$ cat config.mk
export PLATFORM = sky130hd
export DESIGN_NAME = mem_lsu
export DESIGN_NICKNAME = d
export VERILOG_FILES = /design/src/rtl/mem_lsu.sv
export SDC_FILE = /design/constraint.sdc
export NUM_CORES = 1
export LEC_CHECK = 0
export ABC_AREA = 1
export ABC_CLOCK_PERIOD_IN_PS = 2000
export CAP_MARGIN = 20
export CORE_MARGIN = 8
export CORE_UTILIZATION = 45
export CTS_BUF_LIST = sky130_fd_sc_hd__clkbuf_4
export CTS_CLUSTER_DIAMETER = 120
export DETAILED_ROUTE_END_ITERATION = 16
export PLACE_DENSITY = 0.79
export SLEW_MARGIN = 20
export SYNTH_ARGS = -nofsm -noshare
export SYNTH_HDL_FRONTEND = slang
export SYNTH_SLANG_ARGS = --single-unit
export TNS_END_PERCENT = 20
$ cat constraint.sdc
create_clock -name clock -period 2 [get_ports clock]
set_clock_uncertainty 0.1 [all_clocks]
set_input_delay 0.3 -clock clock [delete_from_list [all_inputs] [get_ports clock]]
set_output_delay 0.3 -clock clock [all_outputs]
set_load 0.01 [all_outputs]
$ cat src/rtl/mem_lsu.sv
// mem_lsu: load/store initiator for the mem block. Aligned requests take one mem beat;
// misaligned half/word requests are split into byte beats and reassembled.
package mem_lsu_pkg;
    localparam logic [1:0] SIZE_BYTE = 2'b00;
    localparam logic [1:0] SIZE_HALF = 2'b01;
    localparam logic [1:0] SIZE_WORD = 2'b10;
    localparam logic [1:0] SIZE_RSVD = 2'b11;

    typedef struct packed {
        logic [1:0] access_size;
        logic       unsigned_access;
        logic       read_write;
    } mem_params_t;
endpackage

module mem_lsu
    import mem_lsu_pkg::*;
#(
    parameter bit SPLIT_MISALIGNED = 1'b1
) (
    input  logic        clock,
    input  logic        reset,
    input  logic        req_valid,
    output logic        req_ready,
    input  logic [31:0] req_addr,
    input  logic [31:0] req_wdata,
    input  logic [1:0]  req_size,
    input  logic        req_unsigned,
    input  logic        req_write,
    output logic        rsp_valid,
    output logic [31:0] rsp_rdata,
    output logic        rsp_fault,
    output logic [31:0] mem_address,
    output logic [31:0] mem_data_in,
    input  logic [31:0] mem_data_out,
    output mem_params_t mem_params
);
    localparam logic [1:0] IDLE   = 2'd0;
    localparam logic [1:0] ACCESS = 2'd1;
    localparam logic [1:0] SPLIT  = 2'd2;
    localparam logic [1:0] RESP   = 2'd3;

    logic [1:0]  state;
    logic [31:0] addr_q;
    logic [31:0] wdata_q;
    logic [1:0]  size_q;
    logic        unsigned_q;
    logic        write_q;
    logic        fault_q;
    logic [1:0]  beat;
    logic [31:0] result;

    logic        misaligned;
    logic        last_beat;
    logic [4:0]  beat_shift;
    logic [31:0] wdata_shifted;
    logic [31:0] merged;

    always_comb begin
        case (req_size)
            SIZE_HALF: misaligned = req_addr[0];
            SIZE_WORD: misaligned = |req_addr[1:0];
            default:   misaligned = 1'b0;
        endcase
    end

    assign beat_shift    = {beat, 3'b000};
    assign last_beat     = (size_q == SIZE_HALF) ? (beat == 2'd1) : (beat == 2'd3);
    assign wdata_shifted = wdata_q >> beat_shift;

    // Byte beats fill the result LSB-first; a split half is extended from bit 15 on its final beat.
    always_comb begin
        merged = (result & ~(32'h0000_00FF << beat_shift))
               | ({24'd0, mem_data_out[7:0]} << beat_shift);
        if (last_beat && size_q == SIZE_HALF) begin
            merged[31:16] = unsigned_q ? 16'd0 : {16{merged[15]}};
        end
    end

    assign req_ready = (state == IDLE);
    assign rsp_valid = (state == RESP);
    assign rsp_rdata = rsp_valid ? result : 32'd0;
    assign rsp_fault = rsp_valid & fault_q;

    // Outside a beat the port idles as a word read of address 0, so mem never sees a stray write.
    always_comb begin
        mem_address = 32'd0;
        mem_data_in = 32'd0;
        mem_params  = '{access_size: SIZE_WORD, unsigned_access: 1'b0, read_write: 1'b1};
        case (state)
            ACCESS: begin
                mem_address = addr_q;
                mem_data_in = wdata_q;
                mem_params  = '{access_size: size_q, unsigned_access: unsigned_q,
                                read_write: ~write_q};
            end
            SPLIT: begin
                mem_address = addr_q + {30'd0, beat};
                mem_data_in = {24'd0, wdata_shifted[7:0]};
                mem_params  = '{access_size: SIZE_BYTE, unsigned_access: 1'b1,
                                read_write: ~write_q};
            end
            default: begin
            end
        endcase
    end

    always_ff @(posedge clock or negedge reset) begin
        if (!reset) begin
            state      <= IDLE;
            addr_q     <= 32'd0;
            wdata_q    <= 32'd0;
            size_q     <= SIZE_WORD;
            unsigned_q <= 1'b0;
            write_q    <= 1'b0;
            fault_q    <= 1'b0;
            beat       <= 2'd0;
            result     <= 32'd0;
        end else begin
            case (state)
                IDLE: begin
                    if (req_valid) begin
                        addr_q     <= req_addr;
                        wdata_q    <= req_wdata;
                        size_q     <= req_size;
                        unsigned_q <= req_unsigned;
                        write_q    <= req_write;
                        beat       <= 2'd0;
                        result     <= 32'd0;
                        fault_q    <= 1'b0;
                        if (req_size == SIZE_RSVD || (misaligned && !SPLIT_MISALIGNED)) begin
                            fault_q <= 1'b1;
                            state   <= RESP;
                        end else if (misaligned) begin
                            state <= SPLIT;
                        end else begin
                            state <= ACCESS;
                        end
                    end
                end
                ACCESS: begin
                    if (!write_q) begin
                        result <= mem_data_out;
                    end
                    state <= RESP;
                end
                SPLIT: begin
                    if (!write_q) begin
                        result <= merged;
                    end
                    if (last_beat) begin
                        state <= RESP;
                    end else begin
                        beat <= beat + 2'd1;
                    end
                end
                default: begin
                    state <= IDLE;
                end
            endcase
        end
    end
endmodule

==> metrics.csv <==
metric;value;unit
Critical Path Fanout Max;3;
gr ovfl total;0;
post-synth cell types;42;
Tot GR Track Use;25.2;%
register area share after synthesis;36.9;%
DR pass1 iterations;5;
nets;1410;
worst reg2reg startpoint;beat[1];
Crit path required time;1.60;ns
Initial Util;45.5;%
DR vias/cell;5.31;
P&R area growth vs syn;49.2;%
failing checks;setup timing;
final hold viol count;0;
worst setup margin;-0.819;ns
DP HPWL;18200;um
# IOs;206;
fmax;355;MHz
largest stage delay on the critical path;0.46;ns
setup violators final;119;
input/output buffers;205;
Static Leak;5.39;nW
first-pass GRT wire length;40500;um
first element of the critical path;beat[0];
full die area;20100;um2
Residual DRC;0;
Synth Instances;996;
Hold Path Class;in -> async;
total CTS buffers;9;
Avg Cell Area, Syn;7.16;um2
vias in the first global route;7814;
Cell Pwr Density;1490;nW/um2
WP buf/inv;4;
Root Driver;clkbuf_4;
initial DRC count;560;
pin count of the biggest net entering global routing;106;
Clk Latency, worst-skew pair;0.49;ns
Slew Limit Fails;0;
final non-filler cell total;1514;
initial antenna violation count;1;
Final ANT Viol Nets;0;
Yosys reg bits;105;
CTS tree;done;
CP arrival;2.42;ns
die span in x;142;um
layout cells sized above 1;32.7;%
Top Family by Delay on Critical Path;adder cells;
status;finished, violations left;
Max clock buf depth;2;
clock slew seen by the registers of the worst setup and hold paths;0.18;ns
Mapped Area;7130;um2
Die Y;142;um
CP Capture Type;output pin;
Peak VDD IR;0.731;mV
Max Cap Viol;0;
Rows;46;
slowest cell on the critical path;dfrtp_1;
crit-path cells;ha_4 -> fa_2 -> nand2_4 -> nor2_4 -> buf_4 -> buf_6 -> inv_4 -> nor2_4 -> nand3_2 -> nand3_2 -> a21oi_2 -> buf_2;
via count;8038;
syn_nets;1113;
clk sink count;105;
worst slew pin tran;0.653;ns
Syn. warnings;0;
final clock period utilization by the worst path;141;%
RSZ-0062 raised after global routing;yes;
Wirelength per Cell;17.4;um
Place WS;-0.751;ns
Final Critical Period;2.82;ns
GP Congestion;0.915;
CP startpoint kind;flip-flop;
Core ar.;15700;um2
Post-Place Cells;1461;
CP Class;reg -> out;
Routed Wire Length;26300;um
Tot Pwr;15.8;mW
H-tree depth;3;
max_slew headroom;56.5;%
end-of-flow core utilization;67.9;%
-- repair_timing --
item,CTS,global route
endpoints found under the hold margin,104,0
pin swaps,24,41
hold buffers,1,0
buffers inserted,16,19
resized for setup,475,108
setup endpoints to repair,134,136
gates cloned,2,0
-- metrics by stage --
stage	TNS (ns)	hold slack, ns	cell area [um2]
floorplan	-0.152	-0.0956	7160
global placement	-29.07	0.323	10100
detailed placement	-32.96	0.327	10100
CTS	-39.06	0.233	10300
global route	-52.33	0.210	10600
finish	-38.00	0.247	10600
-- worst min-delay path, cell delays in order --
cell and delay [ns]:
dlygate4sd3_1 0.53, buf_4 0.11, buf_12 0.36
-- power breakdown --
group,switching (mW),internal [mW]
Sequential,0.757,3.02
Clock,0.774,0.244
Combinational,6.21,4.82
-- cell families after synthesis --
group | share of synthesized area [%]
adders and majority gates | 2.56
muxes | 7.27
AOI/OAI and AO/OA | 15.3
and+or+nand+nor | 26.7
buffers and inverters | 11.3
DFF | 36.9
-- flip-flops by register name, summed over array words and instances (netlist names) --
signal      cells
result         32
size_q          2
write_q         1
state           2
wdata_q        32
addr_q         32
unsigned_q      1
beat            2
fault_q         1
-- cell usage after synthesis (all sizes together) --
| cell | n | area [um2] |
|---|---|---|
| a211oi | 3 | 22.5 |
| a21o | 1 | 7.51 |
| a21oi | 52 | 268 |
| a221oi | 1 | 8.76 |
| a22oi | 17 | 128 |
| a31oi | 2 | 12.5 |
| and3 | 1 | 6.26 |
| buf | 32 | 164 |
| clkbuf | 23 | 96.3 |
| clkinv | 1 | 5.00 |
| dfrtp | 104 | 2600 |
| dfstp | 1 | 26.3 |
| fa | 1 | 20.0 |
| ha | 13 | 163 |
| inv | 144 | 541 |
| mux2 | 46 | 518 |
| nand2 | 329 | 1280 |
| nand3 | 27 | 140 |
| nand3b | 1 | 7.51 |
| nand4 | 5 | 31.3 |
| nor2 | 84 | 405 |
| nor3 | 6 | 30.0 |
| o211a | 1 | 10.0 |
| o211ai | 2 | 15.0 |
| o21ai | 37 | 185 |
| o21bai | 4 | 30.0 |
| o221a | 1 | 11.3 |
| o221ai | 16 | 140 |
| o22ai | 40 | 250 |
| or2 | 1 | 6.26 |
-- path summary, 6_finish.rpt --
path                       slack (ns)  cells after the start              end
max                             -0.82                     12  mem_address[28]
min                              0.25                      3        addr_q[8]
max reg2reg                     -0.11                     13       result[18]
min reg2reg                      0.42                      2        size_q[1]
max in group asynchronous        0.98                      3       addr_q[12]
min in group clock               0.26                      3       unsigned_q
-- cells in the final DEF (no fill, tap or decap), types with 4 or more instances in the layout --
master             n
o221ai_1          16
clkbuf_4           9
a22oi_1           16
buf_6             38
o21bai_1           4
nand3_1           16
mux2_2            46
nand2_1          305
o22ai_1           33
buf_4            104
nor2_1            64
inv_1            124
ha_1               7
clkinv_2           5
nand3_2           10
dfrtp_1          102
buf_2             78
o21ai_1            6
a21oi_1           33
nand4_1            5
buf_12            10
nor2_4            13
nand2_4            8
nor2_2             5
inv_4              4
a21oi_2           18
clkdlybuf4s15_2    6
o21ai_0           28
inv_2             12
clkdlybuf4s50_1  101
nand2_2           15
o22ai_2            7
-- metal layers --
metal / part of all wire, % / up-vias / wire (um) / GRT usage [%]
li1: - / 3792 / - / -
met1: 40 / 3813 / 10600 / 31.3
met2: 48 / 365 / 12700 / 40.9
met3: 8.0 / 68 / 2090 / 5.65
met4: 3.4 / 0 / 896 / 11.8
met5: 0 / - / 0 / 0
-- cell type report --
cell class / count / area [um2]
clock inverter: 6 / 36.3
clock buffer: 9 / 67.6
tap: 216 / 270
timing repair inverter: 1 / 11.3
antenna: 1 / 2.50
timing repair buffer: 340 / 2930
multi-input combinational: 691 / 4100
fill: 1320 / 5020
sequential: 105 / 2630
inverter: 145 / 583
(Power assumes the default switching activity.)
